$ cat src/rtl/spring_pkg.sv
// spring_pkg: shared FSM states, index-width helper and saturating add for the spring sequencer
package spring_pkg;
  typedef enum logic [2:0] {IDLE, CLEAR, ISSUE, WAIT, ACCUM, FINISH} state_t;
  function automatic int idx_w(input int n);
    return (n > 1) ? $clog2(n) : 1;
  endfunction
  function automatic logic signed [31:0] sat_add(input logic signed [31:0] a, input logic signed [31:0] b, input int w);
    logic signed [32:0] s, hi, lo;
    s = 33'(a) + 33'(b);
    hi = (33'sd1 <<< (w - 1)) - 33'sd1;
    lo = -hi - 33'sd1;
    return (s > hi) ? hi[31:0] : (s < lo) ? lo[31:0] : s[31:0];
  endfunction
endpackage

$ cat src/rtl/force_accumulator.sv
// force_accumulator: per-vertex x/y force registers with clear, +F on A / -F on B saturating update
module force_accumulator
  import spring_pkg::*;
#(
  parameter int NUM_VERTICES = 4,
  parameter int FORCE_SIZE = 5,
  parameter int ACC_SIZE = 10,
  parameter int VW = idx_w(NUM_VERTICES)
) (
  input  logic                       i_clk,
  input  logic                       i_rst,
  input  logic                       i_clear,
  input  logic                       i_add,
  input  logic [VW-1:0]              i_a,
  input  logic [VW-1:0]              i_b,
  input  logic signed [FORCE_SIZE-1:0] i_fx,
  input  logic signed [FORCE_SIZE-1:0] i_fy,
  output logic signed [ACC_SIZE-1:0] o_x [NUM_VERTICES],
  output logic signed [ACC_SIZE-1:0] o_y [NUM_VERTICES]
);
  logic signed [ACC_SIZE-1:0] r_x [NUM_VERTICES];
  logic signed [ACC_SIZE-1:0] r_y [NUM_VERTICES];
  assign o_x = r_x;
  assign o_y = r_y;
  always_ff @(posedge i_clk or posedge i_rst)
    if (i_rst) begin
      for (int i = 0; i < NUM_VERTICES; i++) begin
        r_x[i] <= '0;
        r_y[i] <= '0;
      end
    end else begin
      for (int i = 0; i < NUM_VERTICES; i++)
        if (i_clear) begin
          r_x[i] <= '0;
          r_y[i] <= '0;
        end else if (i_add && (VW'(i) == i_a || VW'(i) == i_b)) begin
          r_x[i] <= ACC_SIZE'(sat_add(32'(r_x[i]), VW'(i) == i_a ? 32'(i_fx) : -32'(i_fx), ACC_SIZE));
          r_y[i] <= ACC_SIZE'(sat_add(32'(r_y[i]), VW'(i) == i_a ? 32'(i_fy) : -32'(i_fy), ACC_SIZE));
        end
    end
endmodule

$ cat src/rtl/spring_sequencer.sv
// spring_sequencer: walks the spring table, issues one request per spring and accumulates per-vertex forces
module spring_sequencer
  import spring_pkg::*;
#(
  parameter int NUM_VERTICES = 4,
  parameter int NUM_SPRINGS = 6,
  parameter int POSITION_SIZE = 8,
  parameter int VELOCITY_SIZE = 7,
  parameter int FORCE_SIZE = 5,
  parameter int ACC_SIZE = 10,
  parameter int WAIT_LIMIT = 255,
  parameter int VW = idx_w(NUM_VERTICES)
) (
  input  logic                            clk_in,
  input  logic                            rst_in,
  input  logic                            start_in,
  input  logic signed [POSITION_SIZE-1:0] pos_x_in [NUM_VERTICES],
  input  logic signed [POSITION_SIZE-1:0] pos_y_in [NUM_VERTICES],
  input  logic signed [VELOCITY_SIZE-1:0] vel_x_in [NUM_VERTICES],
  input  logic signed [VELOCITY_SIZE-1:0] vel_y_in [NUM_VERTICES],
  input  logic [VW-1:0]                   spring_a_in [NUM_SPRINGS],
  input  logic [VW-1:0]                   spring_b_in [NUM_SPRINGS],
  input  logic [POSITION_SIZE-1:0]        spring_eq_in [NUM_SPRINGS],
  output logic                            spring_valid_out,
  output logic signed [POSITION_SIZE-1:0] v1_out [2],
  output logic signed [POSITION_SIZE-1:0] v2_out [2],
  output logic signed [VELOCITY_SIZE-1:0] vel1_x_out,
  output logic signed [VELOCITY_SIZE-1:0] vel1_y_out,
  output logic signed [VELOCITY_SIZE-1:0] vel2_x_out,
  output logic signed [VELOCITY_SIZE-1:0] vel2_y_out,
  output logic [POSITION_SIZE-1:0]        equilibrium_out,
  input  logic signed [FORCE_SIZE-1:0]    spring_force_x_in,
  input  logic signed [FORCE_SIZE-1:0]    spring_force_y_in,
  input  logic                            spring_done_in,
  output logic signed [ACC_SIZE-1:0]      force_x_out [NUM_VERTICES],
  output logic signed [ACC_SIZE-1:0]      force_y_out [NUM_VERTICES],
  output logic                            busy_out,
  output logic                            done_out,
  output logic                            error_out
);
  localparam int SW = idx_w(NUM_SPRINGS);
  localparam int CW = idx_w(WAIT_LIMIT + 1);
  localparam int OW = 5 * POSITION_SIZE + 4 * VELOCITY_SIZE;
  state_t r_state, w_next;
  logic [SW-1:0] r_idx;
  logic [CW-1:0] r_cnt;
  logic [VW-1:0] w_a, w_b, r_a, r_b;
  logic [OW-1:0] w_op, r_op, w_out;
  logic signed [FORCE_SIZE-1:0] r_fx, r_fy;
  logic r_err, w_degen, w_last, w_timeout, w_step;
  assign w_a = spring_a_in[r_idx];
  assign w_b = spring_b_in[r_idx];
  assign w_degen = w_a == w_b;
  assign w_last = r_idx == SW'(NUM_SPRINGS - 1);
  assign w_timeout = r_cnt == CW'(WAIT_LIMIT - 1);
  assign w_step = !w_last && ((r_state == ISSUE && w_degen) || r_state == ACCUM);
  assign w_op = {pos_x_in[w_a], pos_y_in[w_a], pos_x_in[w_b], pos_y_in[w_b],
                 vel_x_in[w_a], vel_y_in[w_a], vel_x_in[w_b], vel_y_in[w_b], spring_eq_in[r_idx]};
  // operands are live during ISSUE (so they line up with the request) and held from the capture afterwards
  assign w_out = r_state == ISSUE ? w_op : r_op;
  assign {v1_out[0], v1_out[1], v2_out[0], v2_out[1],
          vel1_x_out, vel1_y_out, vel2_x_out, vel2_y_out, equilibrium_out} = w_out;
  assign spring_valid_out = r_state == ISSUE && !w_degen;
  assign busy_out = r_state != IDLE;
  assign done_out = r_state == FINISH;
  assign error_out = r_err;
  always_comb begin
    w_next = r_state;
    case (r_state)
      IDLE:    w_next = start_in ? CLEAR : IDLE;
      CLEAR:   w_next = ISSUE;
      ISSUE:   w_next = !w_degen ? WAIT : w_last ? FINISH : ISSUE;
      WAIT:    w_next = spring_done_in ? ACCUM : w_timeout ? IDLE : WAIT;
      ACCUM:   w_next = w_last ? FINISH : ISSUE;
      default: w_next = IDLE;
    endcase
  end
  always_ff @(posedge clk_in or posedge rst_in)
    if (rst_in) begin
      r_state <= IDLE;
      r_idx <= '0;
      r_cnt <= '0;
      r_a <= '0;
      r_b <= '0;
      r_op <= '0;
      r_fx <= '0;
      r_fy <= '0;
      r_err <= 1'b0;
    end else begin
      r_state <= w_next;
      r_idx <= r_state == CLEAR ? '0 : w_step ? r_idx + 1'b1 : r_idx;
      r_cnt <= r_state == WAIT ? r_cnt + 1'b1 : '0;
      if (r_state == IDLE && start_in) r_err <= 1'b0;
      if (r_state == WAIT && !spring_done_in && w_timeout) r_err <= 1'b1;
      if (r_state == ISSUE && !w_degen) begin
        r_a <= w_a;
        r_b <= w_b;
        r_op <= w_op;
      end
      if (r_state == WAIT && spring_done_in) begin
        r_fx <= spring_force_x_in;
        r_fy <= spring_force_y_in;
      end
    end
  force_accumulator #(
    .NUM_VERTICES(NUM_VERTICES), .FORCE_SIZE(FORCE_SIZE), .ACC_SIZE(ACC_SIZE), .VW(VW)
  ) u_acc (
    .i_clk(clk_in), .i_rst(rst_in), .i_clear(r_state == CLEAR), .i_add(r_state == ACCUM),
    .i_a(r_a), .i_b(r_b), .i_fx(r_fx), .i_fy(r_fy), .o_x(force_x_out), .o_y(force_y_out)
  );
endmodule

$ cat config.mk
export PLATFORM = sky130hd
export DESIGN_NAME = spring_sequencer
export DESIGN_NICKNAME = d
export VERILOG_FILES = /design/src/rtl/spring_pkg.sv /design/src/rtl/force_accumulator.sv /design/src/rtl/spring_sequencer.sv
export SDC_FILE = /design/constraint.sdc
export NUM_CORES = 1
export LEC_CHECK = 0
export CELL_PAD_IN_SITES_DETAIL_PLACEMENT = 1
export CELL_PAD_IN_SITES_GLOBAL_PLACEMENT = 2
export CORE_ASPECT_RATIO = 2
export CORE_MARGIN = 5
export CORE_UTILIZATION = 35
export DETAILED_ROUTE_END_ITERATION = 8
export DONT_BUFFER_PORTS = 1
export GPL_ROUTABILITY_DRIVEN = 0
export PLACE_DENSITY_LB_ADDON = 0.05
export SYNTH_ARGS = -nofsm -noshare
export SYNTH_HDL_FRONTEND = slang
export SYNTH_SLANG_ARGS = --single-unit
$ cat constraint.sdc
create_clock -name clk_in -period 6.1 [get_ports clk_in]
set_clock_uncertainty 0.1 [all_clocks]
set_input_delay 1.22 -clock clk_in [delete_from_list [all_inputs] [get_ports clk_in]]
set_output_delay 1.22 -clock clk_in [all_outputs]
set_load 0.1 [all_outputs]
==> impl_metrics.env <==
export IMPL_min_period_ns=5.83
export IMPL_syn_area_per_cell_um2=7.75
export IMPL_synth_top_area_cell="dfrtp_1"
export IMPL_startpoint="r_fx[4]$_DFFE_PP0P_"
export IMPL_arrival_ns=6.15
export IMPL_path_class="register to register"
export IMPL_vias=24500
export IMPL_route_final_wire_length_um=106000
export IMPL_path_clk_slew_ns=0.09
export IMPL_drc=0
export IMPL_whs_ns=0.372
export IMPL_yosys_area_share_simple_pct=19.3
export IMPL_maxCapViolCount=0
export IMPL_die_width_um=193
export IMPL_cts_tree="built"
export IMPL_vias_per_cell=6.31
export IMPL_synth_warnings=0
export IMPL_synth_area_um2=23400
export IMPL_die_y_um=376
export IMPL_post_route_cells_drive_above_1_share_pct=12.5
export IMPL_synth_nets=3397
export IMPL_grtUsageMet2_pct=55.7
export IMPL_setup_violations_final=0
export IMPL_grt_max_degree=119
export IMPL_fin_crit_sh_pct=95.5
export IMPL_port_buffers=0
export IMPL_grt_pass1_wl_um=159000
export IMPL_ys_seq_area_share_pct=18.9
export IMPL_core_area_um2=66600
export IMPL_rrSetupSlack_ns=0.27
export IMPL_fmax_ghz=0.172
export IMPL_tightest_slew_ns=1.31
export IMPL_async_flop_share_pct=100
export IMPL_fin_util_pct=38.1
export IMPL_status="finished clean"
export IMPL_start_kind="register"
export IMPL_boundaryPins=358
export IMPL_worst_ep_required_time_ns=6.42
export IMPL_synth_xor_area_share_pct=4.30
export IMPL_tns_ns=0
export IMPL_fillers=8123
export IMPL_overflow=0
export IMPL_synthTopCellsByArea="dfrtp_1 19%, ha_1 8.6%, a21oi_1 8.2%, mux2_2 7.2%, nand2_1 4.6%"
export IMPL_ys_top_cells_by_count="385 x a21oi_1, 284 x nand2_1, 212 x nor2_1"
export IMPL_synth_edf_count=0
export IMPL_reg2reg_to="u_acc.o_x[35]$_DFFE_PP0P_"
export IMPL_cts_buffer_depth=2
export IMPL_synthMuxAreaShare_pct=11.9
export IMPL_nNetsFinal=3358
export IMPL_antenna_found_initial=12
export IMPL_top_usage_layer="met2"
export IMPL_cts_buffers=17
export IMPL_cp_end_kind="register"
export IMPL_clock_sinks=177
export IMPL_initial_core_util_pct=35.2
export IMPL_synth_most_common_cell="a21oi_1"
export IMPL_worstPathMaxFanout=11
export IMPL_area_growth_pct=8.40
export IMPL_synth_top_family_by_area="compound AO/OA/AOI/OAI gates"
export IMPL_synthFlopType="dfrtp_1"
export IMPL_synthAdderAreaFrac_pct=9.29
export IMPL_cts_htree_levels=4
export IMPL_grtUsageTotal_pct=28.5
export IMPL_synth_top_area_share_pct=18.9
export IMPL_synth_compound_area_share_pct=31.9
export IMPL_hold_violations=0
export IMPL_clk_latency_ns=0.52
export IMPL_synth_cells=3022
export IMPL_grt_use_met3_pct=6.82
export IMPL_drtPass1Iterations=7
export IMPL_hold_class="input pin to async pin"
export IMPL_slew_headroom_pct=12.5
export IMPL_root_buffer="clkbuf_16"
export IMPL_wl_per_cell_um=27.3
export IMPL_drtIter0Drc=1157
export IMPL_crit_end="u_acc.o_x[35]$_DFFE_PP0P_"
export IMPL_timing_rr_start="r_fx[4]$_DFFE_PP0P_"
export IMPL_hpwl_um=87100
export IMPL_met1_usage_pct=26.5
export IMPL_grt_pass1_vias=26300
export IMPL_ys_types=93
export IMPL_synth_seq_cells=177
export IMPL_slew_viol_final=0
export IMPL_rsz0062_at_grt="false"
export IMPL_design_die_area_um2=72500
export IMPL_core_rowCount=134
export IMPL_drtAntennaViolNets=0
export IMPL_r2r_cells=14
-- cell type report --
cell class | count | area (um^2) | share of cell area (%)
Antenna cell | 10 | 25.0 | 0.0986
Clock buffer | 17 | 425 | 1.68
Clock inverter | 14 | 128 | 0.503
Inverter | 83 | 315 | 1.24
Multi-Input combinational cell | 2587 | 18000 | 71.0
Sequential cell | 177 | 4430 | 17.5
Tap cell | 884 | 1110 | 4.36
Timing Repair Buffer | 117 | 928 | 3.66
-- timing repair --
| item | CTS | global route |
|---|---|---|
| gates resized for setup | 1 | 0 |
| setup endpoints to repair | 9 | 9 |
| hold endpoints to repair | 0 | 0 |
| pin swaps | 1 | 1 |
| setup buffers | 0 | 1 |
| hold buffers | 0 | 0 |
-- layer usage --
layer,vias up,share of wire (%)
met2,752,55
met4,2,5.6
li1,11300,-
met5,-,0.012
met1,12200,33
met3,235,5.8
-- worst max-delay path, cell delays in order, from the launching register on --
cell and delay, ns:
dfrtp_1 0.54, nor3_1 0.49, nand3_1 0.15, ha_1 0.38, o21ai_0 0.50, ha_1 0.45
nand2_1 0.33, nor3_1 0.45, o221ai_1 0.35, nor3b_1 0.26, or3_1 0.34, a2111oi_0 0.79
nand4_1 0.17, buf_4 0.23, a32oi_1 0.21
-- worst min-delay path by stage --
stage / endpoint / slack (ns) / cells past startpoint / start
6_report: r_op[14]$_DFFE_PP0P_ / 0.37 / 1 / rst_in
5_1_grt: r_op[14]$_DFFE_PP0P_ / 0.35 / 1 / rst_in
4_1_cts: r_op[28]$_DFFE_PP0P_ / 0.34 / 1 / rst_in
3_5_place_dp: r_cnt[0]$_DFF_PP0_ / 0.39 / 1 / r_cnt[0]$_DFF_PP0_
3_3_place_gp: r_cnt[0]$_DFF_PP0_ / 0.37 / 1 / r_cnt[0]$_DFF_PP0_
2_1_floorplan: r_cnt[0]$_DFF_PP0_ / 0.35 / 1 / r_cnt[0]$_DFF_PP0_
-- cell usage in the layout (no fill, tap or decap), types with 11 or more instances in the layout --
| cell type | n |
|---|---|
| o211ai_1 | 40 |
| and3_1 | 22 |
| o221ai_1 | 14 |
| inv_1 | 82 |
| mux4_2 | 12 |
| a21o_1 | 98 |
| xor2_1 | 50 |
| dfrtp_1 | 177 |
| o31ai_1 | 14 |
| buf_4 | 113 |
| xnor2_1 | 65 |
| nor2_1 | 212 |
| a21oi_1 | 377 |
| a22oi_1 | 13 |
| and4_1 | 14 |
| mux2_2 | 150 |
| clkbuf_16 | 17 |
| a211oi_1 | 91 |
| nor4_1 | 19 |
| a2111oi_0 | 19 |
| o21a_1 | 36 |
| and2_1 | 25 |
| or3_1 | 30 |
| o21ai_0 | 168 |
| nand2_1 | 284 |
| a21boi_0 | 11 |
| nor3_1 | 49 |
| nand2b_1 | 13 |
| o21bai_1 | 29 |
| a31oi_1 | 32 |
| a221o_1 | 35 |
| nand4_1 | 36 |
| mux2i_1 | 83 |
| o31a_1 | 15 |
| nor2b_1 | 88 |
| a32oi_1 | 11 |
| o311ai_0 | 11 |
| ha_1 | 160 |
| nand3_1 | 67 |
-- cells by family after synthesis --
logic type | Yosys count
AOI/OAI and AO/OA | 1136
xor gates and xnor gates | 115
and+or+nand+nor | 922
muxes | 245
adders and majority gates | 169
buffers and inverters | 258
DFF | 177
-- sequential cells by signal, summed over array words and instances, names as in the netlist --
| name | flops |
|---|---|
| error_out | 1 |
| r_a | 2 |
| r_op | 68 |
| u_acc.o_y | 40 |
| u_acc.o_x | 40 |
| r_b | 2 |
| r_fy | 5 |
| r_idx | 3 |
| r_fx | 5 |
| r_state | 3 |
| r_cnt | 8 |
-- per-stage QoR --
| step | setup WS, ns | instances | area [um^2] |
|---|---|---|---|
| finish | 0.272 | 3889 | 25400 |
| global route | 0.0599 | 3885 | 25400 |
| CTS | 0.0206 | 3878 | 25300 |
| detailed placement | -0.0713 | 3847 | 24800 |
| global placement | 0.121 | 3847 | 24800 |
| floorplan | 1.10 | 3022 | 23400 |
Power is not shown: default switching activity piles up to over one toggle a cycle in this logic, so the estimate is an artifact.
